## src/rtl/mdu_hilo_if.sv

```systemverilog
// mdu_hilo_if: handshake and data bus between the EX stage and the
// multiply/divide unit.
//
// Signals:
//    start    - operation request, sampled on the rising clock edge
//    ALUFn    - 6-bit R-type funct code, valid with start (and for MFHI/MFLO reads)
//    a, b     - rs / rt operands
//    flush    - abort request for an in-flight operation
//    busy     - iterative operation in progress, pipeline must stall
//    done     - one-cycle pulse when HI/LO were written by MULT/DIV
//    hi, lo   - architectural HI/LO registers
//    rd_data  - MFHI/MFLO read data (zero for any other code)
//
// Modports: master drives the request side (pipeline or testbench),
// slave is the multiply/divide unit.
interface mdu_hilo_if #(
   parameter int XLEN = 32
);

   logic            start;
   logic [5:0]      ALUFn;
   logic [XLEN-1:0] a;
   logic [XLEN-1:0] b;
   logic            flush;
   logic            busy;
   logic            done;
   logic [XLEN-1:0] hi;
   logic [XLEN-1:0] lo;
   logic [XLEN-1:0] rd_data;

   modport master (
      output start, ALUFn, a, b, flush,
      input  busy, done, hi, lo, rd_data
   );

   modport slave (
      input  start, ALUFn, a, b, flush,
      output busy, done, hi, lo, rd_data
   );

endinterface

```

## src/rtl/mdu_hilo.sv

```systemverilog
// mdu_hilo: iterative multiply/divide unit with architectural HI/LO
// registers for the MIPS32 EX stage.
//
// Ports:
//    clk    - system clock, rising edge
//    reset  - asynchronous, active-high reset
//    bus    - mdu_hilo_if.slave (start/ALUFn/a/b/flush in,
//             busy/done/hi/lo/rd_data out)
//
// MULT/MULTU/DIV/DIVU take XLEN iteration cycles plus one sign-fix cycle;
// busy is high from the edge after start until the fix edge, and done
// pulses for the one cycle after HI/LO are written. MTHI/MTLO write in a
// single edge while idle; MFHI/MFLO are served combinationally on rd_data.
//
// Configuration macro MDU_ABORT_EN: when defined, flush aborts an in-flight
// operation (HI/LO keep their old values, no done) and suppresses a start
// presented while idle. When undefined, flush is ignored.
module mdu_hilo #(
   parameter int XLEN = 32
) (
   input  logic     clk,
   input  logic     reset,
   mdu_hilo_if.slave bus
);

   localparam int CW = (XLEN > 1) ? $clog2(XLEN) : 1;

   localparam logic [5:0] FN_MFHI = 6'b010000;
   localparam logic [5:0] FN_MTHI = 6'b010001;
   localparam logic [5:0] FN_MFLO = 6'b010010;
   localparam logic [5:0] FN_MTLO = 6'b010011;

   typedef enum logic [1:0] {
      IDLE,
      CALC,
      FIX
   } state_t;

   state_t          state_q;
   logic [CW-1:0]   count_q;
   logic            busy_q;
   logic            done_q;
   logic [XLEN-1:0] hi_q;
   logic [XLEN-1:0] lo_q;

   // Shared iteration registers: for multiply acc/low form the running
   // 2*XLEN product with low initially holding the multiplier and opnd the
   // multiplicand; for divide acc is the partial remainder, low shifts the
   // dividend out and the quotient in, opnd is the divisor.
   logic [XLEN-1:0] acc_q;
   logic [XLEN-1:0] low_q;
   logic [XLEN-1:0] opnd_q;
   logic            isDiv_q;
   logic            negRes_q;
   logic            negRem_q;
   logic            divZero_q;

   logic [XLEN-1:0]   acc_d;
   logic [XLEN-1:0]   low_d;
   logic [XLEN-1:0]   hiFix;
   logic [XLEN-1:0]   loFix;
   logic [XLEN:0]     mulSum;
   logic [XLEN:0]     divShift;
   logic [XLEN:0]     divDiff;
   logic [2*XLEN-1:0] product;
   logic [2*XLEN-1:0] productFix;

   logic            isMulDiv;
   logic            opSigned;
   logic            opDiv;
   logic [XLEN-1:0] absA;
   logic [XLEN-1:0] absB;
   logic            abortReq;

   // The abort request only exists when the feature is built in; otherwise
   // flush is tied off so every operation runs to completion.
`ifdef MDU_ABORT_EN
   assign abortReq = bus.flush;
`else
   logic unusedFlush;
   assign abortReq    = 1'b0;
   assign unusedFlush = bus.flush;
`endif

   // Decode of the funct code: 0110xx is the multiply/divide group, bit 1
   // selects divide and bit 0 selects the unsigned variant. Signed operands
   // are reduced to magnitudes so the iterative core is purely unsigned.
   always_comb begin
      isMulDiv = (bus.ALUFn[5:2] == 4'b0110);
      opDiv    = bus.ALUFn[1];
      opSigned = ~bus.ALUFn[0];
      absA     = (opSigned && bus.a[XLEN-1]) ? (~bus.a + 1'b1) : bus.a;
      absB     = (opSigned && bus.b[XLEN-1]) ? (~bus.b + 1'b1) : bus.b;
   end

   // One radix-2 step of either shift-add multiply or restoring division.
   // In division the top bit of divDiff is the borrow: set means the trial
   // subtraction went negative and the shifted remainder is kept instead.
   always_comb begin
      mulSum   = {1'b0, acc_q} + (low_q[0] ? {1'b0, opnd_q} : '0);
      divShift = {acc_q, low_q[XLEN-1]};
      divDiff  = divShift - {1'b0, opnd_q};
      acc_d    = mulSum[XLEN:1];
      low_d    = {mulSum[0], low_q[XLEN-1:1]};
      if (isDiv_q) begin
         if (!divDiff[XLEN]) begin
            acc_d = divDiff[XLEN-1:0];
            low_d = {low_q[XLEN-2:0], 1'b1};
         end else begin
            acc_d = divShift[XLEN-1:0];
            low_d = {low_q[XLEN-2:0], 1'b0};
         end
      end
   end

   // Sign correction applied on the FIX edge. A zero divisor bypasses the
   // arithmetic entirely: HI gets the raw dividend (parked in opnd at start)
   // and LO gets all ones. The DIV overflow case needs no special handling,
   // since negating the 0x80000000 magnitude quotient wraps to itself.
   always_comb begin
      product    = {acc_q, low_q};
      productFix = negRes_q ? (~product + 1'b1) : product;
      hiFix      = productFix[2*XLEN-1:XLEN];
      loFix      = productFix[XLEN-1:0];
      if (isDiv_q) begin
         if (divZero_q) begin
            hiFix = opnd_q;
            loFix = '1;
         end else begin
            loFix = negRes_q ? (~low_q + 1'b1) : low_q;
            hiFix = negRem_q ? (~acc_q + 1'b1) : acc_q;
         end
      end
   end

   // Control FSM with registered busy/done/HI/LO. Starts are only looked at
   // in IDLE, so anything presented while busy (MTHI/MTLO included) is
   // dropped. done is cleared on every edge unless the FIX edge sets it.
   always_ff @(posedge clk or posedge reset) begin
      if (reset) begin
         state_q   <= IDLE;
         count_q   <= '0;
         busy_q    <= 1'b0;
         done_q    <= 1'b0;
         hi_q      <= '0;
         lo_q      <= '0;
         acc_q     <= '0;
         low_q     <= '0;
         opnd_q    <= '0;
         isDiv_q   <= 1'b0;
         negRes_q  <= 1'b0;
         negRem_q  <= 1'b0;
         divZero_q <= 1'b0;
      end else begin
         done_q <= 1'b0;
         case (state_q)
            IDLE: begin
               if (bus.start && !abortReq) begin
                  if (isMulDiv) begin
                     state_q   <= CALC;
                     busy_q    <= 1'b1;
                     count_q   <= '0;
                     acc_q     <= '0;
                     isDiv_q   <= opDiv;
                     negRes_q  <= opSigned && (bus.a[XLEN-1] ^ bus.b[XLEN-1]);
                     negRem_q  <= opSigned && opDiv && bus.a[XLEN-1];
                     divZero_q <= opDiv && (bus.b == '0);
                     if (opDiv) begin
                        low_q  <= absA;
                        opnd_q <= (bus.b == '0) ? bus.a : absB;
                     end else begin
                        low_q  <= absB;
                        opnd_q <= absA;
                     end
                  end else if (bus.ALUFn == FN_MTHI) begin
                     hi_q <= bus.a;
                  end else if (bus.ALUFn == FN_MTLO) begin
                     lo_q <= bus.a;
                  end
               end
            end
            CALC: begin
               if (abortReq) begin
                  state_q <= IDLE;
                  busy_q  <= 1'b0;
               end else begin
                  acc_q   <= acc_d;
                  low_q   <= low_d;
                  count_q <= count_q + CW'(1);
                  if (count_q == CW'(XLEN-1)) begin
                     state_q <= FIX;
                  end
               end
            end
            FIX: begin
               state_q <= IDLE;
               busy_q  <= 1'b0;
               if (!abortReq) begin
                  hi_q   <= hiFix;
                  lo_q   <= loFix;
                  done_q <= 1'b1;
               end
            end
            default: begin
               state_q <= IDLE;
               busy_q  <= 1'b0;
            end
         endcase
      end
   end

   // MFHI/MFLO read port is purely combinational on the current code.
   always_comb begin
      bus.rd_data = '0;
      if (bus.ALUFn == FN_MFHI) begin
         bus.rd_data = hi_q;
      end else if (bus.ALUFn == FN_MFLO) begin
         bus.rd_data = lo_q;
      end
   end

   assign bus.busy = busy_q;
   assign bus.done = done_q;
   assign bus.hi   = hi_q;
   assign bus.lo   = lo_q;

endmodule
```

## src/flat_wrapper.sv

```systemverilog
// flat-port wrapper written by rule: the top's interface ports become plain ports
module mdu_hilo_flat 
#(
   parameter int XLEN = 32
)
  (clk, reset, bus_start, bus_ALUFn, bus_a, bus_b, bus_flush, bus_busy, bus_done, bus_hi, bus_lo, bus_rd_data);
  mdu_hilo_if #(.XLEN(XLEN)) bus_i ();
  input  logic clk;
  input  logic reset;
  input wire logic [$bits(bus_i.start)-1:0] bus_start;
  input wire logic [$bits(bus_i.ALUFn)-1:0] bus_ALUFn;
  input wire logic [$bits(bus_i.a)-1:0] bus_a;
  input wire logic [$bits(bus_i.b)-1:0] bus_b;
  input wire logic [$bits(bus_i.flush)-1:0] bus_flush;
  output wire logic [$bits(bus_i.busy)-1:0] bus_busy;
  output wire logic [$bits(bus_i.done)-1:0] bus_done;
  output wire logic [$bits(bus_i.hi)-1:0] bus_hi;
  output wire logic [$bits(bus_i.lo)-1:0] bus_lo;
  output wire logic [$bits(bus_i.rd_data)-1:0] bus_rd_data;
  assign bus_i.start = bus_start;
  assign bus_i.ALUFn = bus_ALUFn;
  assign bus_i.a = bus_a;
  assign bus_i.b = bus_b;
  assign bus_i.flush = bus_flush;
  assign bus_busy = bus_i.busy;
  assign bus_done = bus_i.done;
  assign bus_hi = bus_i.hi;
  assign bus_lo = bus_i.lo;
  assign bus_rd_data = bus_i.rd_data;
  mdu_hilo #(.XLEN(XLEN)) u_core (.clk(clk), .reset(reset), .bus(bus_i));
endmodule
```

## config.mk

```make
export PLATFORM = sky130hd
export DESIGN_NAME = mdu_hilo_flat
export DESIGN_NICKNAME = d
export VERILOG_FILES = /design/src/rtl/mdu_hilo_if.sv /design/src/rtl/mdu_hilo.sv /design/src/flat_wrapper.sv
export SDC_FILE = /design/constraint.sdc
export NUM_CORES = 1
export LEC_CHECK = 0
export BUFFER_PORTS_ARGS = -buffer_cell sky130_fd_sc_hd__buf_2
export CELL_PAD_IN_SITES_DETAIL_PLACEMENT = 0
export CELL_PAD_IN_SITES_GLOBAL_PLACEMENT = 1
export CORE_MARGIN = 8
export CORE_UTILIZATION = 45
export CTS_BUF_LIST = sky130_fd_sc_hd__clkbuf_4 sky130_fd_sc_hd__clkbuf_8
export DETAILED_ROUTE_END_ITERATION = 12
export GPL_ROUTABILITY_DRIVEN = 0
export PLACE_DENSITY = 0.82
export SETUP_SLACK_MARGIN = 0.5
export SYNTH_ARGS = -nofsm -noshare
export SYNTH_HDL_FRONTEND = slang
export SYNTH_SLANG_ARGS = --single-unit
```

## constraint.sdc

```tcl
create_clock -name clk -period 6.3 [get_ports clk]
set_clock_uncertainty 0.2 [all_clocks]
set_input_delay 0.315 -clock clk [delete_from_list [all_inputs] [get_ports clk]]
set_output_delay 0.315 -clock clk [all_outputs]
set_load 0.005 [all_outputs]
```

Word level (Yosys, flattened, before mapping)

Index checks and enable logic that the tools add are counted.

Register bits after elaboration: 173
Input bits: 74
Output and inout bits: 98
Word-level logic and storage cells: 105

Add/sub/neg operators: 8
Equality and inequality tests: 15
Muxes and demuxes: 45
Bitwise operators: 8
Reduce and logical (&&, ||, !) cells: 16

Operators with widths:

| cell                  | count |
|---|---|
| $mux 32               | 28 |
| $pmux 32 s2           | 4 |
| $add 32x1->32 const B | 4 |
| $not 32->32           | 4 |
| $add 64x1->64 const B | 1 |
| $mux 64               | 1 |
| $not 64->64           | 1 |
| $add 32x33->33        | 1 |
| $sub 33x32->33        | 1 |
| $logic_not 32->1      | 1 |
| $eq 6x5->1 const B    | 4 |
| $reduce_and 3->1      | 4 |
| $mux 5                | 2 |
| $pmux 5 s2            | 1 |
| $ne 2x1->1 const B    | 4 |
| $logic_and 1x1->1     | 6 |
| $mux 2                | 3 |
| $ne 2x2->1 const B    | 3 |
| $add 5x1->5 const B   | 1 |
| $eq 5x5->1 const B    | 1 |
| $reduce_and 5->1      | 1 |
| $eq 4x3->1 const B    | 1 |
| $mux 1                | 4 |
| $pmux 2 s2            | 1 |
| 8 further kinds       | 10 |

Logic depth before layout (Yosys ltp)

Depth in word-level cells: 7
Gate-level depth with buffers: 16
Depth with buffers taken out: 14

Worst setup path before layout

OpenSTA, ideal clock, no wires.

Kind: register -> register
Start point: register u_core.low_q[0]
End point: register u_core.acc_q[30]
Data arrival time: 3.527 ns
Path slack: 2.431 ns
Cell stages (with the launch flop): 16
Clock period less this slack: 3.869 ns
Cells stage by stage: dfrtp_1 -> clkbuf_1 -> inv_1 -> clkbuf_1 -> nor2_1 -> ha_1 -> o21a_1 -> o2111a_1 -> a211oi_1 -> nor4_1 -> o21ai_0 -> o21ai_0 -> a221oi_1 -> o21ai_0 -> xnor2_1 -> o221ai_1

Word-level cells in the longest chain between the ends: 4

Ends and longest elaborated chain:

| element                  | RTL line        | text |
|---|---|---|
| start: declaration       | mdu_hilo.sv:51  | `logic [XLEN-1:0] low_q;` |
| start signal: assignment | mdu_hilo.sv:169 | `low_q <= absA;` |
| start signal: assignment | mdu_hilo.sv:172 | `low_q <= absB;` |
| start signal: assignment | mdu_hilo.sv:188 | `low_q <= low_d;` |
| $mux 32                  | mdu_hilo.sv:100 | `mulSum = {1'b0, acc_q} + (low_q[0] ? {1'b0, opnd_q} : '0);` |
| $add 32x33->33           | mdu_hilo.sv:100 |  |
| $mux 32                  | mdu_hilo.sv:105 | `if (isDiv_q) begin` |
| $pmux 32 s2              | mdu_hilo.sv:156 | `case (state_q)` |
| end signal: assignment   | mdu_hilo.sv:147 | `acc_q <= '0;` |
| end signal: assignment   | mdu_hilo.sv:163 | `acc_q <= '0;` |
| end signal: assignment   | mdu_hilo.sv:187 | `acc_q <= acc_d;` |
| end: declaration         | mdu_hilo.sv:50  | `logic [XLEN-1:0] acc_q;` |

Every way passes these cells.
A chain may end at the register's enable or synchronous reset.

Worst setup path after layout

Start point: register u_core.low_q[0]
End point: register u_core.acc_q[29]

Same word-level chain as after synthesis.

==> qor.log <==
[outcome] status complete, no violations
[synth] cell taking the most area after synthesis sky130_fd_sc_hd__dfrtp_1
[synth] post-synthesis sequential element count 173
[die] full die area 43100 um2
[synth] total standard cell area after synthesis 16500 um2
[clock_network] number of H-tree levels 4
[global_routing] wire length of the first global-routing pass 91800 um
[route] max layer used met5
[power_and_ir_drop] leak pwr 7.72 nW
[route] routed length on met2 26600 um
[final_layout] number of diodes added for antenna fixing 0
[sta] Slew HR 17.5%
[clock_network] setup fix buffers added after clock tree synthesis 0
[critical_path] Setup CP Type reg2reg
[route] via density per instance 6.16
[route] number of DRC markers after the initial detailed-route iteration 1712
[final_layout] number of nets in the final layout 2375
[critical_path] worst endpoint required time 6.55 ns
[sta] number of slew-limit violations in the final report 0
[sta] least setup slack across all paths after layout 1.52 ns
[min_path] Worst Hold Class in2reg
[sta] final-layout worst hold slack 0.0163 ns
[route] vias 16700
[placed_design] Post-Place Worst Slack 1.70 ns
[clock_network] CTS sink count 173
[clock_network] clock-pin slew of the registers on the worst-case setup and hold paths 0.11 ns
[global_routing] maximum number of pins on one net before global-route repair 76
[final_layout] most frequent cells in the layout sky130_fd_sc_hd__o21ai_0, sky130_fd_sc_hd__nand2_1, sky130_fd_sc_hd__nor2_1, sky130_fd_sc_hd__dfrtp_1, sky130_fd_sc_hd__buf_2
[power_and_ir_drop] power density normalized to cell area 465 nW/um2
[sta] fin crit period 4.78 ns
[sta] unrepaired setup endpoints after global routing no
[clock_network] library cell used as clock root buffer sky130_fd_sc_hd__clkbuf_8
[sta] FMAX 209 MHz
[power_and_ir_drop] Overall Power 8.43 mW
[sta] summed negative setup slack over all endpoints 0 ns
[sta] Final Setup Violations 0
[power_and_ir_drop] largest voltage drop on the vdd net 0.000231 V
[clock_network] Skew-Pair Late Insertion Delay 0.50 ns
[clock_network] CTS tree yes
[synth] Warnings, synthesis 0
[synth] synthesized-area fraction occupied by xor and xnor cells 10.1%
[global_routing] antenna violations before repair 1
[final_layout] area of all placed cells without fillers 18100 um2
[final_layout] Area growth, synth to finish 9.66%
[die] placeable core region 36400 um2
[clock_network] Inserted Clock Buffers 17
[critical_path] kind of end point of the critical path flip-flop
[synth] Post-synth ARST share 100%
[sta] post-route fraction of the period consumed by the critical path 75.8%
[global_routing] vias in the first global route 15800
[route] routed wire length 58800 um
[synth] adder and majority cell fraction of the synthesized area 5.54%
[critical_path] nature of the critical path startpoint flip-flop
[sta] transition time of the tightest slew-check pin 1.23 ns
[clock_network] CTS Buffer Depth 2
[final_layout] Post-Layout Cell Count 2709
[placed_design] count of buffers from port buffering 170
[placed_design] number of cells in the design after placement 2660
[synth] synth top area cells sky130_fd_sc_hd__dfrtp_1, sky130_fd_sc_hd__o21ai_0, sky130_fd_sc_hd__xnor2_1
[synth] area share of the largest cell type after synthesis 26.2%
[synth] multiplexer share of the synthesized area 6.54%
[final_layout] final standard cell utilization of the core 49.8%
[final_layout] layout filler cell count 3624
[synth] Post-Syn Nets 2310
[route] total routed wire length on the met1 layer 25900 um
[route] met3 wire length 4740 um
[placed_design] Cell Area, Placed 17600 um2
[placed_design] HPWL reported at the end of detailed placement 44300 um
[synth] number of distinct standard cells referenced by the synthesized netlist 75
[synth] complex-gate fraction of the synthesized area 27.9%
[synth] Synth Area in Simple Gates 18.1%
[die] number of standard-cell rows in the floorplan 70
[die] number of ports placed on the die boundary 172
[die] initial core utilization 45.4%
[final_layout] most common library cell in the layout ignoring fill and taps sky130_fd_sc_hd__o21ai_0
[critical_path] Max Fanout on Critical Path 30
[synth] largest family of logic cells by synthesized area compound AO/OA/AOI/OAI gates
[route] 1st-pass router iterations 5
[synth] number of enable flip-flop cells after synthesis 0
[synth] number of cells produced by synthesis 2164
[global_routing] global route total overflow 0
[final_layout] fraction of layout cells with a size suffix above 1 12.0%
[die] Die Span X 208 um
[synth] per-instance average area after synthesis 7.64 um2
[flow_run] max-capacitance violation count 0
[die] overall die height 208 um
[synth] primary flip-flop cell chosen by synthesis mapping sky130_fd_sc_hd__dfrtp_1
[synth] post-synthesis sequential area ratio 26.2%
[global_routing] total track usage 26.4%
[sta] number of failing hold endpoints at the final stage 0
[route] remaining routing DRC violations 0
[route] wire per inst 21.7 um
[critical_path] Critical Path AT 5.02 ns
[route] number of nets with antenna violations after routing 0
## sequential cells by signal, summed over array words and instances (netlist names), 2 cells and up
name and cells:
u_core.opnd_q 32, u_core.bus.hi 32, u_core.acc_q 32, u_core.count_q 5, u_core.low_q 32, u_core.state_q 2, u_core.bus.lo 32
## synth_stat cells (all sizes together) (4+ instances only)
library cell and count:
o31ai 33, or4 18, a31oi 23, o311ai 5
and3 8, or3 23, o21bai 10, o221ai 11
a21o 25, xor2 77, nor2b 17, nor2 205
nand4 9, buf 22, nor3 39, xnor2 113
inv 74, o2111ai 6, nand4b 4, a2111oi 4
o211ai 17, a211oi 75, a21oi 167, or2 9
a221o 10, a211o 4, mux2i 98, o41ai 14
a22oi 24, nand2b 21, nand2 220, nor4 17
o22ai 42, clkbuf 148, ha 70, and2 8
o21ai 229, dfrtp 173, nand3b 5, o31a 7
nand3 24, o21a 14, mux2 9
## routing by layer
| metal | vias up | GRT usage, % |
|---|---|---|
| met2 | 677 | 42.9 |
| met3 | 88 | 4.68 |
| li1 | 7947 | - |
| met5 | - | 0 |
| met1 | 7962 | 35.3 |
| met4 | 2 | 8.13 |
## logic make-up (layout without fill, tap and decap cells)
family / Yosys count / count (layout)
flops: 173 / 173
fa+ha+maj: 72 / 72
xor+xnor: 190 / 190
buf+inv: 244 / 321
compound gates: 739 / 739
mux: 107 / 107
simple gates: 639 / 639
## power breakdown
part           internal, mW  switching, mW
clock network         0.375          0.478
registers              1.54          0.828
logic                  2.17           3.03
total                  4.09           4.33
## final cells by class
cell class | instances | area, um2 | area share [%]
tap | 468 | 586 | 3.23
multi-input combinational | 1747 | 11300 | 62.3
inverter | 74 | 283 | 1.56
sequential | 173 | 4330 | 23.9
clock buffer | 19 | 262 | 1.44
clock inverter | 12 | 136 | 0.752
timing repair buffer | 216 | 1240 | 6.86
## critical path, stage by stage (launching register included)
cell	delay [ns]
sky130_fd_sc_hd__dfrtp_1	0.54
sky130_fd_sc_hd__inv_1	0.15
sky130_fd_sc_hd__buf_4	0.35
sky130_fd_sc_hd__nor2_1	0.11
sky130_fd_sc_hd__ha_1	0.34
sky130_fd_sc_hd__nor2b_1	0.27
sky130_fd_sc_hd__o31ai_1	0.16
sky130_fd_sc_hd__a2111oi_0	0.74
sky130_fd_sc_hd__a31o_2	0.23
sky130_fd_sc_hd__a21oi_1	0.12
sky130_fd_sc_hd__o41ai_1	0.71
sky130_fd_sc_hd__a41oi_1	0.27
sky130_fd_sc_hd__xor2_1	0.20
sky130_fd_sc_hd__a21oi_1	0.16
sky130_fd_sc_hd__o311a_1	0.17
## timing repair
item | in CTS | in global routing
endpoints found under the hold margin | 63 | 0
hold buffers | 18 | 0
gates resized for setup | 0 | 0
## final timing paths
kind / from / endpoint / slack, ns / cells past startpoint
max: u_core.low_q[0]$_DFFE_PP0P_ / u_core.acc_q[29]$_DFFE_PP0P_ / 1.52 / 14
min in group asynchronous: reset / u_core.bus.lo[28]$_DFFE_PP0P_ / 0.20 / 3
max in group asynchronous: reset / u_core.isDiv_q$_DFFE_PP0P_ / 4.10 / 4
max reg2reg: u_core.low_q[0]$_DFFE_PP0P_ / u_core.acc_q[29]$_DFFE_PP0P_ / 1.52 / 14
min: bus_a[20] / u_core.bus.hi[20]$_DFFE_PP0P_ / 0.02 / 3
min reg2reg: u_core.opnd_q[21]$_DFFE_PP0P_ / u_core.opnd_q[21]$_DFFE_PP0P_ / 0.31 / 2
No activity file was read; power rests on OpenSTA's default activity.
